File: src/rtl/axi4_master_if.sv
// AXI4 channel bundle between the single-outstanding initiator and a memory-mapped slave.
interface axi4_master_if #(
  parameter int DATA_WIDTH = 32,
  parameter int ADDR_WIDTH = 16
);
  logic [ADDR_WIDTH-1:0] AWADDR;
  logic [7:0]            AWLEN;
  logic [2:0]            AWSIZE;
  logic                  AWVALID;
  logic                  AWREADY;
  logic [DATA_WIDTH-1:0] WDATA;
  logic                  WVALID;
  logic                  WLAST;
  logic                  WREADY;
  logic [1:0]            BRESP;
  logic                  BVALID;
  logic                  BREADY;
  logic [ADDR_WIDTH-1:0] ARADDR;
  logic [7:0]            ARLEN;
  logic [2:0]            ARSIZE;
  logic                  ARVALID;
  logic                  ARREADY;
  logic [DATA_WIDTH-1:0] RDATA;
  logic [1:0]            RRESP;
  logic                  RVALID;
  logic                  RLAST;
  logic                  RREADY;

  modport master (
    output AWADDR, AWLEN, AWSIZE, AWVALID, WDATA, WVALID, WLAST, BREADY,
           ARADDR, ARLEN, ARSIZE, ARVALID, RREADY,
    input  AWREADY, WREADY, BRESP, BVALID, ARREADY, RDATA, RRESP, RVALID, RLAST
  );

  modport slave (
    input  AWADDR, AWLEN, AWSIZE, AWVALID, WDATA, WVALID, WLAST, BREADY,
           ARADDR, ARLEN, ARSIZE, ARVALID, RREADY,
    output AWREADY, WREADY, BRESP, BVALID, ARREADY, RDATA, RRESP, RVALID, RLAST
  );
endinterface

File: src/rtl/axi4_master.sv
// Single-outstanding AXI4 initiator: turns one command plus a beat stream into one INCR burst.
module axi4_master #(
  parameter int DATA_WIDTH = 32,
  parameter int ADDR_WIDTH = 16
) (
  input  logic                  ACLK,
  input  logic                  ARESETn,
  input  logic                  cmd_valid,
  output logic                  cmd_ready,
  input  logic                  cmd_write,
  input  logic [ADDR_WIDTH-1:0] cmd_addr,
  input  logic [7:0]            cmd_len,
  input  logic [2:0]            cmd_size,
  input  logic [DATA_WIDTH-1:0] wr_data,
  input  logic                  wr_valid,
  output logic                  wr_ready,
  output logic [DATA_WIDTH-1:0] rd_data,
  output logic                  rd_valid,
  output logic                  rd_last,
  input  logic                  rd_ready,
  output logic                  done,
  output logic [1:0]            done_resp,
  axi4_master_if.master         axi
);

  typedef enum logic [2:0] {IDLE, AW, W, B, AR, R, DONE} state_t;

  state_t                state_q, state_d;
  logic [7:0]            beatCnt_q, beatCnt_d;
  logic [1:0]            resp_q, resp_d;
  logic [ADDR_WIDTH-1:0] awAddr_q, awAddr_d, arAddr_q, arAddr_d;
  logic [7:0]            awLen_q, awLen_d, arLen_q, arLen_d;
  logic [2:0]            awSize_q, awSize_d, arSize_q, arSize_d;
  logic                  rLastExpected;

  always_ff @(posedge ACLK or negedge ARESETn) begin
    if (!ARESETn) begin
      state_q   <= IDLE;
      beatCnt_q <= '0;
      resp_q    <= '0;
      awAddr_q  <= '0;
      awLen_q   <= '0;
      awSize_q  <= '0;
      arAddr_q  <= '0;
      arLen_q   <= '0;
      arSize_q  <= '0;
    end else begin
      state_q   <= state_d;
      beatCnt_q <= beatCnt_d;
      resp_q    <= resp_d;
      awAddr_q  <= awAddr_d;
      awLen_q   <= awLen_d;
      awSize_q  <= awSize_d;
      arAddr_q  <= arAddr_d;
      arLen_q   <= arLen_d;
      arSize_q  <= arSize_d;
    end
  end

  assign axi.AWADDR  = awAddr_q;
  assign axi.AWLEN   = awLen_q;
  assign axi.AWSIZE  = awSize_q;
  assign axi.ARADDR  = arAddr_q;
  assign axi.ARLEN   = arLen_q;
  assign axi.ARSIZE  = arSize_q;
  assign axi.WDATA   = wr_data;
  assign rd_data     = axi.RDATA;
  assign rLastExpected = (beatCnt_q == arLen_q);

  always_comb begin
    state_d     = state_q;
    beatCnt_d   = beatCnt_q;
    resp_d      = resp_q;
    awAddr_d    = awAddr_q;
    awLen_d     = awLen_q;
    awSize_d    = awSize_q;
    arAddr_d    = arAddr_q;
    arLen_d     = arLen_q;
    arSize_d    = arSize_q;
    cmd_ready   = 1'b0;
    wr_ready    = 1'b0;
    rd_valid    = 1'b0;
    rd_last     = 1'b0;
    done        = 1'b0;
    done_resp   = 2'b00;
    axi.AWVALID = 1'b0;
    axi.WVALID  = 1'b0;
    axi.WLAST   = 1'b0;
    axi.BREADY  = 1'b0;
    axi.ARVALID = 1'b0;
    axi.RREADY  = 1'b0;

    case (state_q)
      IDLE: begin
        cmd_ready = 1'b1;
        if (cmd_valid) begin
          beatCnt_d = '0;
          resp_d    = 2'b00;
          if (cmd_write) begin
            awAddr_d = cmd_addr;
            awLen_d  = cmd_len;
            awSize_d = cmd_size;
            state_d  = AW;
          end else begin
            arAddr_d = cmd_addr;
            arLen_d  = cmd_len;
            arSize_d = cmd_size;
            state_d  = AR;
          end
        end
      end
      AW: begin
        axi.AWVALID = 1'b1;
        if (axi.AWREADY) state_d = W;
      end
      W: begin
        axi.WVALID = wr_valid;
        wr_ready   = axi.WREADY;
        axi.WLAST  = (beatCnt_q == awLen_q);
        if (wr_valid && axi.WREADY) begin
          beatCnt_d = beatCnt_q + 8'd1;
          if (axi.WLAST) state_d = B;
        end
      end
      B: begin
        axi.BREADY = 1'b1;
        if (axi.BVALID) begin
          resp_d  = axi.BRESP;
          state_d = DONE;
        end
      end
      AR: begin
        axi.ARVALID = 1'b1;
        if (axi.ARREADY) state_d = R;
      end
      R: begin
        axi.RREADY = rd_ready;
        rd_valid   = axi.RVALID;
        rd_last    = axi.RLAST;
        if (axi.RVALID && rd_ready) begin
          beatCnt_d = beatCnt_q + 8'd1;
          resp_d    = (axi.RRESP > resp_q) ? axi.RRESP : resp_q;
          // A slave that disagrees with us about where the burst ends is a protocol error.
          if (axi.RLAST != rLastExpected) resp_d = 2'b10;
          if (axi.RLAST || rLastExpected) state_d = DONE;
        end
      end
      DONE: begin
        done      = 1'b1;
        done_resp = resp_q;
        state_d   = IDLE;
      end
      default: state_d = IDLE;
    endcase
  end

endmodule
File: src/flat_wrapper.sv
// flat-port wrapper written by rule: the top's interface ports become plain ports
module axi4_master_flat 
#(
  parameter int DATA_WIDTH = 32,
  parameter int ADDR_WIDTH = 16
)
  (ACLK, ARESETn, cmd_valid, cmd_ready, cmd_write, cmd_addr, cmd_len, cmd_size, wr_data, wr_valid, wr_ready, rd_data, rd_valid, rd_last, rd_ready, done, done_resp, axi_AWADDR, axi_AWLEN, axi_AWSIZE, axi_AWVALID, axi_WDATA, axi_WVALID, axi_WLAST, axi_BREADY, axi_ARADDR, axi_ARLEN, axi_ARSIZE, axi_ARVALID, axi_RREADY, axi_AWREADY, axi_WREADY, axi_BRESP, axi_BVALID, axi_ARREADY, axi_RDATA, axi_RRESP, axi_RVALID, axi_RLAST);
  axi4_master_if #(.DATA_WIDTH(DATA_WIDTH), .ADDR_WIDTH(ADDR_WIDTH)) axi_i ();
  input  logic ACLK;
  input  logic ARESETn;
  input  logic cmd_valid;
  output logic cmd_ready;
  input  logic cmd_write;
  input  logic [ADDR_WIDTH-1:0] cmd_addr;
  input  logic [7:0] cmd_len;
  input  logic [2:0] cmd_size;
  input  logic [DATA_WIDTH-1:0] wr_data;
  input  logic wr_valid;
  output logic wr_ready;
  output logic [DATA_WIDTH-1:0] rd_data;
  output logic rd_valid;
  output logic rd_last;
  input  logic rd_ready;
  output logic done;
  output logic [1:0] done_resp;
  output wire logic [$bits(axi_i.AWADDR)-1:0] axi_AWADDR;
  output wire logic [$bits(axi_i.AWLEN)-1:0] axi_AWLEN;
  output wire logic [$bits(axi_i.AWSIZE)-1:0] axi_AWSIZE;
  output wire logic [$bits(axi_i.AWVALID)-1:0] axi_AWVALID;
  output wire logic [$bits(axi_i.WDATA)-1:0] axi_WDATA;
  output wire logic [$bits(axi_i.WVALID)-1:0] axi_WVALID;
  output wire logic [$bits(axi_i.WLAST)-1:0] axi_WLAST;
  output wire logic [$bits(axi_i.BREADY)-1:0] axi_BREADY;
  output wire logic [$bits(axi_i.ARADDR)-1:0] axi_ARADDR;
  output wire logic [$bits(axi_i.ARLEN)-1:0] axi_ARLEN;
  output wire logic [$bits(axi_i.ARSIZE)-1:0] axi_ARSIZE;
  output wire logic [$bits(axi_i.ARVALID)-1:0] axi_ARVALID;
  output wire logic [$bits(axi_i.RREADY)-1:0] axi_RREADY;
  input wire logic [$bits(axi_i.AWREADY)-1:0] axi_AWREADY;
  input wire logic [$bits(axi_i.WREADY)-1:0] axi_WREADY;
  input wire logic [$bits(axi_i.BRESP)-1:0] axi_BRESP;
  input wire logic [$bits(axi_i.BVALID)-1:0] axi_BVALID;
  input wire logic [$bits(axi_i.ARREADY)-1:0] axi_ARREADY;
  input wire logic [$bits(axi_i.RDATA)-1:0] axi_RDATA;
  input wire logic [$bits(axi_i.RRESP)-1:0] axi_RRESP;
  input wire logic [$bits(axi_i.RVALID)-1:0] axi_RVALID;
  input wire logic [$bits(axi_i.RLAST)-1:0] axi_RLAST;
  assign axi_AWADDR = axi_i.AWADDR;
  assign axi_AWLEN = axi_i.AWLEN;
  assign axi_AWSIZE = axi_i.AWSIZE;
  assign axi_AWVALID = axi_i.AWVALID;
  assign axi_WDATA = axi_i.WDATA;
  assign axi_WVALID = axi_i.WVALID;
  assign axi_WLAST = axi_i.WLAST;
  assign axi_BREADY = axi_i.BREADY;
  assign axi_ARADDR = axi_i.ARADDR;
  assign axi_ARLEN = axi_i.ARLEN;
  assign axi_ARSIZE = axi_i.ARSIZE;
  assign axi_ARVALID = axi_i.ARVALID;
  assign axi_RREADY = axi_i.RREADY;
  assign axi_i.AWREADY = axi_AWREADY;
  assign axi_i.WREADY = axi_WREADY;
  assign axi_i.BRESP = axi_BRESP;
  assign axi_i.BVALID = axi_BVALID;
  assign axi_i.ARREADY = axi_ARREADY;
  assign axi_i.RDATA = axi_RDATA;
  assign axi_i.RRESP = axi_RRESP;
  assign axi_i.RVALID = axi_RVALID;
  assign axi_i.RLAST = axi_RLAST;
  axi4_master #(.DATA_WIDTH(DATA_WIDTH), .ADDR_WIDTH(ADDR_WIDTH)) u_core (.ACLK(ACLK), .ARESETn(ARESETn), .cmd_valid(cmd_valid), .cmd_ready(cmd_ready), .cmd_write(cmd_write), .cmd_addr(cmd_addr), .cmd_len(cmd_len), .cmd_size(cmd_size), .wr_data(wr_data), .wr_valid(wr_valid), .wr_ready(wr_ready), .rd_data(rd_data), .rd_valid(rd_valid), .rd_last(rd_last), .rd_ready(rd_ready), .done(done), .done_resp(done_resp), .axi(axi_i));
endmodule
File: config.mk
export PLATFORM = sky130hd
export DESIGN_NAME = axi4_master_flat
export DESIGN_NICKNAME = d
export VERILOG_FILES = /design/src/rtl/axi4_master_if.sv /design/src/rtl/axi4_master.sv /design/src/flat_wrapper.sv
export SDC_FILE = /design/constraint.sdc
export NUM_CORES = 1
export LEC_CHECK = 0
export ABC_AREA = 1
export BUFFER_PORTS_ARGS = -buffer_cell sky130_fd_sc_hd__buf_2
export CORE_MARGIN = 2
export CORE_UTILIZATION = 44
export DETAILED_ROUTE_END_ITERATION = 10
export GPL_ROUTABILITY_DRIVEN = 1
export PLACE_DENSITY = 0.81
export SKIP_LAST_GASP = 1
export SYNTH_ARGS = -nofsm -noshare
export SYNTH_HDL_FRONTEND = slang
export SYNTH_SLANG_ARGS = --single-unit
File: constraint.sdc
create_clock -name ACLK -period 2.5 [get_ports ACLK]
set_input_delay 0.375 -clock ACLK [delete_from_list [all_inputs] [get_ports ACLK]]
set_output_delay 0.375 -clock ACLK [all_outputs]
set_load 0.1 [all_outputs]
# ---- After elaboration in Yosys (flattened, before gate mapping)
# Index checks and enable logic that the tools add are counted.
dict set report op_classes {
  bitwise 1
  eq_ne 18
  reduce_logical 11
  magnitude_cmp 1
  n_addsub 1
  n_mux 32
}
# op n
set ops {}
lappend ops {{$mux 3} 9}
lappend ops {{$mux 8} 3}
lappend ops {{$pmux 8 s3} 1}
lappend ops {{$pmux 3 s6} 1}
lappend ops {{$eq 8x8->1} 2}
lappend ops {{$mux 2} 6}
lappend ops {{$mux 1} 11}
lappend ops {{$eq 3x3->1 const B} 3}
lappend ops {{$add 8x1->8 const B} 1}
lappend ops {{$ne 2x1->1 const B} 4}
lappend ops {{$ne 2x2->1 const B} 4}
lappend ops {{$reduce_and 8->1} 1}
lappend ops {{$eq 3x2->1 const B} 2}
lappend ops {{$pmux 2 s3} 1}
lappend ops {{$reduce_and 3->1} 2}
lappend ops {{$reduce_bool 3->1} 2}
lappend ops {{$reduce_and 5->1} 1}
lappend ops {{$reduce_and 4->1} 1}
lappend ops {{$eq 3x1->1 const B} 1}
lappend ops {{$logic_not 3->1} 1}
lappend ops {{$ne 3x1->1 const B} 1}
lappend ops {{$gt 2x2->1} 1}
lappend ops {{$logic_and 1x1->1} 2}
lappend ops {{$logic_or 1x1->1} 1}
lappend ops {{other kinds (2)} 2}
dict set report word_totals {
  out_inout_bits 131
  inputBits 107
  reg_bits 67
  wordCells 73
}

# ---- Longest topological paths before layout
# Gate-level depths: netlist (run 1).
dict set report depth {
  word_depth 5
  depth_mapped 13
  mapped_depth_nobuf 12
}

# ---- Worst setup path after synthesis (run 1)
# OpenSTA, ideal clock, no wires.
dict set report synth_path {
  path_type {reg2out}
  from {register u_core.awLen_q[3] (netlist: u_core.axi.AWLEN[3])}
  to {output axi_WLAST}
  setup_slack_ns -0.459
  t_arrival_ns 2.584
  required_time_ns 2.125
  n_path_buf 0
  stages_incl_launch_ff 6
  cell_sequence {dfrtp_1 xnor2_1 nand2_1 nor2_1 nand2_1 nor2_1}
}
dict set report synth_between {
  elab_chain_cells 2
}
# item line
set synth_rtl {}
lappend synth_rtl {{from (decl)} axi4_master.sv:32} ;# logic [7:0] awLen_q, awLen_d, arLen_q, arLen_d;
lappend synth_rtl {{from (signal assigned)} axi4_master.sv:52} ;# awLen_q <= awLen_d;
lappend synth_rtl {{$eq 8x8->1} axi4_master.sv:119} ;# axi.WLAST = (beatCnt_q == awLen_q);
lappend synth_rtl {{$mux 1} axi4_master.sv:93} ;# case (state_q)
lappend synth_rtl {{to (decl)} flat_wrapper.sv:32} ;# output wire logic [$bits(axi_i.WLAST)-1:0] axi_WLAST;
# No other way between the ends.

# ---- Worst setup path in the final report (run 1)
dict set report layout_path {
  from {register u_core.beatCnt_q[7]}
  to {output axi_WLAST}
}
dict set report layout_between {
  elab_chain_cells 2
}
# item line
set layout_rtl {}
lappend layout_rtl {{from (decl)} axi4_master.sv:29} ;# logic [7:0] beatCnt_q, beatCnt_d;
lappend layout_rtl {{from (signal assigned)} axi4_master.sv:49} ;# beatCnt_q <= beatCnt_d;
lappend layout_rtl {{$eq 8x8->1} axi4_master.sv:119}
lappend layout_rtl {{$mux 1} axi4_master.sv:93}
# No other way between the ends.

==> results of run 1 <==
-- critical path: stages (launching register included) --
cell     delay, ns
dfrtp_1       0.44
inv_1         0.10
nand2_1       0.06
nand2_1       0.09
nand2_1       0.06
nor2_1        0.12
nand2_1       0.11
nor2_2        0.09
buf_2         0.43
-- state kept, by name, summed over array words and instances, names as in the netlist --
name               cells
u_core.axi.ARADDR     16
u_core.axi.AWADDR     16
u_core.axi.ARLEN       8
u_core.axi.AWLEN       8
u_core.beatCnt_q       8
u_core.axi.ARSIZE      3
u_core.axi.AWSIZE      3
u_core.state_q         3
u_core.resp_q          2
-- layer usage --
layer	global-route usage	part of all wire	vias to the layer above
li1	-	-	1420
met1	0.2211	0.39	1428
met2	0.3176	0.51	150
met3	0.05319	0.082	26
met4	0.08219	0.024	0
met5	0	0	-
-- synth_stat cells --
cell type and instances:
nor2_1 25, mux2_2 7, nor2_8 1, nor4_1 2
buf_4 67, inv_4 1, nand3_1 13, inv_1 29
xnor2_1 3, nand3b_1 2, nand4_1 1, inv_2 6
dfrtp_1 67, o21ai_0 27, o21ai_1 9, ha_1 4
nor2_4 2, mux2_4 20, buf_6 2, nand2_4 5
nand4_4 1, clkbuf_1 3, o21a_1 1, nand2_2 3
nor2_2 4, xor2_1 12, buf_2 4, nand2_1 118
nor3_1 2, nand3_2 2
-- per-stage QoR --
step | setup slack, ns | utilization
3_5_place_dp | 0.5506 | 0.4730
5_1_grt | 0.2168 | 0.4912
4_1_cts | 0.3274 | 0.4912
6_report | 0.2897 | 0.4912
3_3_place_gp | 0.6266 | 0.4730
2_1_floorplan | 0.0005755 | -
-- cells by family (layout without fill, tap and decap cells) --
logic type      count (synthesis)  in the layout
simple gates                  181            181
mux                            27             27
buf+inv                       112            165
flops                          67             67
fa+ha+maj                       4              4
xor+xnor                       15             15
compound gates                 37             37
-- how the worst max path moves through the flow --
| stage | slack (ns) | depth (start not counted) | to | startpoint |
|---|---|---|---|---|
| floorplan | 0.0006 | 5 | axi_WLAST | u_core.axi.AWLEN[3]$_DFFE_PN0P_ |
| detailed placement | 0.55 | 10 | u_core.resp_q[0]$_DFFE_PN0P_ | u_core.beatCnt_q[3]$_DFFE_PN0P_ |
| finish | 0.29 | 8 | axi_WLAST | u_core.beatCnt_q[7]$_DFFE_PN0P_ |
| global placement | 0.63 | 10 | u_core.resp_q[0]$_DFFE_PN0P_ | u_core.beatCnt_q[3]$_DFFE_PN0P_ |
| CTS | 0.33 | 8 | axi_WLAST | u_core.beatCnt_q[5]$_DFFE_PN0P_ |
| global route | 0.22 | 8 | axi_WLAST | u_core.beatCnt_q[6]$_DFFE_PN0P_ |
-- area by class of cell --
class	count	share of cell area
sequential	67	0.3914
multi-input combinational	264	0.3689
timing repair buffer	114	0.1390
inverter	36	0.03213
tap	108	0.03154
clock buffer	10	0.02979
clock inverter	5	0.007301
==> results.py, run 1 <==
metrics = {
    "sta": {
        "timing.fmax_mhz": 452.4,
        "timing.final.hold_violations": 0,
        "setup_viol": 0,
        "worst_slew_pin_slew_ns": 0.5997,
        "period_needed_ns": 2.210,
        "hold_ws_ns": 0.03500,
        "fin_setup_tns_ns": 0,
        "grt_setup_unrepaired": "false",
        "finClkSkew_ns": 0.007165,
        "relSlewSlack": 0.6002,
        "final_max_slew_viol_count": 0,
        "fin_crit_sh": 0.8841,
    },
    "routing": {
        "wl_per_cell_um": 15.05,
        "vias": 3024,
        "wirelength_um": 9090,
        "final_antenna_net_count": 0,
        "dr.pass1.iters": 4,
        "vias_per_cell": 5.007,
        "drc": 0,
        "drtIter0Drc": 247,
    },
    "critical_path": {
        "reg2reg_depth": 10,
        "r2r_setup_slack_ns": 0.48,
        "setup.worst_path.end_class": "primary output",
        "worst_ep_arrival_time_ns": 1.84,
        "cp_max_fo": 5,
        "r2r-end": "u_core.resp_q[0]$_DFFE_PN0P_",
        "cp.required_ns": 2.12,
        "rr_startpoint": "u_core.beatCnt_q[3]$_DFFE_PN0P_",
        "path_class": "flop to primary output",
        "startpoint_type": "flop",
    },
    "die": {
        "die_area_um2": 9749,
        "core.rowCount": 34,
        "die_w_um": 98.74,
        "ios": 238,
        "fp.dieH_um": 98.74,
        "core_area_um2": 8721,
        "initial_core_util": 0.4528,
    },
    "synthesis": {
        "synth_top_family_by_area": "simple AND/OR/NAND/NOR gates",
        "synthesis.area_um2": 3949,
        "synth-adder-area-share": 0.01267,
        "synth_top_cell_by_area": "dfrtp_1",
        "synth-xor-area-share": 0.03327,
        "synth_mux_area_frac": 0.09601,
        "ys_seq_area_frac": 0.4246,
        "ys_ff_latch": 67,
        "synth_cells": 443,
        "synth_compound_area_frac": 0.04753,
        "synth_top_area_frac": 0.4246,
        "synth_cell_types": 30,
        "synthTopCellsByArea": "dfrtp_1, buf_4, nand2_1",
        "syn-num-nets": 554,
        "synth_area_per_cell_um2": 8.914,
        "yosys_warnings": 0,
        "yosys.area_share.simple": 0.2101,
    },
    "cells_and_area": {
        "stdcell_area_um2": 4284,
        "layout.nets": 603,
        "antenna_cells": 0,
        "finalNonFillerCells": 604,
        "layout_common_cells": "nand2_1, buf_2, dfrtp_1",
        "drive_gt1_frac": 0.3649,
        "area_growth_syn_to_layout_pct": 8.492,
        "regArea_um2": 1677,
        "final_common_cell": "nand2_1",
        "fill_cells": 782,
        "multi_input_comb_area_um2": 1580,
    },
    "place": {
        "place_area_um2": 4125,
        "dp.cells": 589,
        "port_buffers": 109,
        "gp_congestion": 0.9672,
        "hpwlAfterDp_um": 6873,
    },
    "clock_tree": {
        "post_cts_buffers": 0,
        "cts_tree": "built",
        "cts.clk_slew.worst_paths_ns": 0.07,
        "numCtsBuffers": 9,
        "clkSinkCount": 67,
        "root_buffer": "clkbuf_8",
        "cts_buffer_depth": 2,
        "cts_hold_buf": 0,
        "clk_latency_ns": 0.34,
        "cts.htree.levels": 3,
        "post_cts_resized": 0,
    },
    "hold_path": {
        "min_path_type": "input pin to async pin",
    },
    "status": {
        "status": "finished clean",
    },
    "global_route": {
        "grt_max_degree": 28,
        "grt_pass1_wl_um": 14620,
        "grt_usage": 0.1870,
        "grt_pass1_vias": 3053,
        "antenna_found_initial": 0,
        "grt_remaining_overflow": 0,
    },
    "job": {
        "cap_violations": 0,
    },
}
Power of run 1 is left out: the tool's default activity adds up to more than one toggle a clock period on the data nets, which glitch-free logic cannot reach.
==> inputs of run 2 (changes only) <==
- HOLD_SLACK_MARGIN: unset -> 0.1
- SKIP_CTS_REPAIR_TIMING: unset -> 1
- SLEW_MARGIN: unset -> 20
==> run 2 against run 1 <==
Setup slack improved by 0.020 ns. Register-to-register slack barely moved. Die area did not move. Sequential share of layout area fell by 0.091 points. First-iteration DRC count fell by 15%. Clock skew barely moved. Critical path depth did not move. Highest routed layer unchanged.
==> results.py, run 2 (synthesis gave the netlist of run 1 again) <==
metrics = {
    "clock_tree": {
        "cts_buffer_depth": 2,
        "clk_latency_ns": 0.34,
        "root_buffer": "clkbuf_8",
        "cts_tree": "built",
        "cts.htree.levels": 3,
        "cts.clk_slew.worst_paths_ns": 0.07,
        "numCtsBuffers": 9,
        "clkSinkCount": 67,
    },
    "sta": {
        "finClkSkew_ns": 0.007347,
        "relSlewSlack": 0.5980,
        "grt_setup_unrepaired": "false",
        "final_max_slew_viol_count": 0,
        "fin_crit_sh": 0.8763,
        "worst_slew_pin_slew_ns": 0.6030,
        "timing.fmax_mhz": 456.5,
        "fin_setup_tns_ns": 0,
        "setup_viol": 0,
        "timing.final.hold_violations": 0,
        "period_needed_ns": 2.191,
    },
    "job": {
        "cap_violations": 0,
    },
    "die": {
        "ios": 238,
        "core.rowCount": 34,
        "die_w_um": 98.74,
        "die_area_um2": 9749,
        "fp.dieH_um": 98.74,
        "core_area_um2": 8721,
        "initial_core_util": 0.4528,
    },
    "cells_and_area": {
        "drive_gt1_frac": 0.3642,
        "final_common_cell": "nand2_1",
        "layout.nets": 604,
        "multi_input_comb_area_um2": 1580,
        "antenna_cells": 0,
        "regArea_um2": 1677,
        "utilization": 0.4924,
        "layout_common_cells": "nand2_1, buf_2, dfrtp_1",
        "area_growth_syn_to_layout_pct": 8.745,
        "fill_cells": 781,
    },
    "status": {
        "status": "finished clean",
    },
    "place": {
        "hpwlAfterDp_um": 6873,
        "port_buffers": 109,
        "gp_congestion": 0.9672,
    },
    "routing": {
        "wirelength_um": 9094,
        "drtIter0Drc": 209,
        "vias": 3032,
        "drc": 0,
        "wl_per_cell_um": 15.03,
        "dr.pass1.iters": 4,
        "final_antenna_net_count": 0,
        "vias_per_cell": 5.012,
    },
    "critical_path": {
        "cp_cell_sequence": "inv_1, nand2_1, nand2_1, nand2_1, nor2_1, nand2_1, nor2_2, buf_2",
        "cp.buffers_inverters": 2,
        "cpPeakStageDelay_ns": 0.44,
        "cpMostUsedCell": "nand2_1",
        "setup.worst_path.end_class": "primary output",
        "worst_ep_arrival_time_ns": 1.82,
        "cp_max_fo": 5,
        "critPathTopFamily": "buffers and inverters",
        "path_class": "flop to primary output",
        "crit_slowest_cell": "dfrtp_1",
        "cp.required_ns": 2.12,
        "startpoint_type": "flop",
    },
    "global_route": {
        "grt_pass1_wl_um": 14620,
        "grt_remaining_overflow": 0,
        "antenna_found_initial": 0,
        "grt_max_degree": 28,
        "grt_pass1_vias": 3053,
        "grt_usage": 0.1870,
    },
    "hold_path": {
        "min_path_type": "input pin to flop",
    },
}
run 2: cell count changes in the layout (fill, tap and decap cells not counted), sizes merged:
cell         change
dlygate4sd3      +1
run 2: tightest hold or removal path: stages:
cell and delay [ns]:
buf_2 0.09, nand2_1 0.04, nand2_1 0.05
run 2: cell type report:
cell class / instances / area share
timing repair buffer: 115 / 0.1410
sequential: 67 / 0.3904
multi-input combinational: 264 / 0.3680
inverter: 36 / 0.03205
clock inverter: 5 / 0.007284
tap: 108 / 0.03147
clock buffer: 10 / 0.02972
run 2: worst paths after layout:
check                                                    end  slack, ns  cells after the start                               from
max                                                axi_WLAST       0.31                      8    u_core.beatCnt_q[7]$_DFFE_PN0P_
min reg2reg                u_core.axi.AWADDR[11]$_DFFE_PN0P_       0.49                      2  u_core.axi.AWADDR[11]$_DFFE_PN0P_
min                         u_core.axi.AWADDR[4]$_DFFE_PN0P_       0.24                      3                        cmd_addr[4]
min in group asynchronous   u_core.axi.ARADDR[5]$_DFFE_PN0P_       0.60                      2                            ARESETn
max reg2reg                     u_core.resp_q[0]$_DFFE_PN0P_       0.47                     10    u_core.beatCnt_q[3]$_DFFE_PN0P_
max in group asynchronous    u_core.beatCnt_q[3]$_DFFE_PN0P_       1.16                      3                            ARESETn
run 2: through the flow:
stage	instances	cell area [um2]	hold slack, ns	setup slack (ns)
finish	605	4294	0.2450	0.3093
global route	605	4294	0.2452	0.2168
CTS	604	4284	0.03650	0.3274
detailed placement	589	4125	0.4092	0.5506
global placement	589	4125	0.4044	0.6266
floorplan	443	3951	0.07941	0.0005755
run 2: metal layers:
layer  GRT usage  vias up  wire length (um)
li1            -     1429                 -
met1      0.2211     1434              3569
met2      0.3176      142              4599
met3     0.05319       27               708
met4     0.08219        0               217
met5           0        -                 0
Power of run 2 is left out for the same reason.
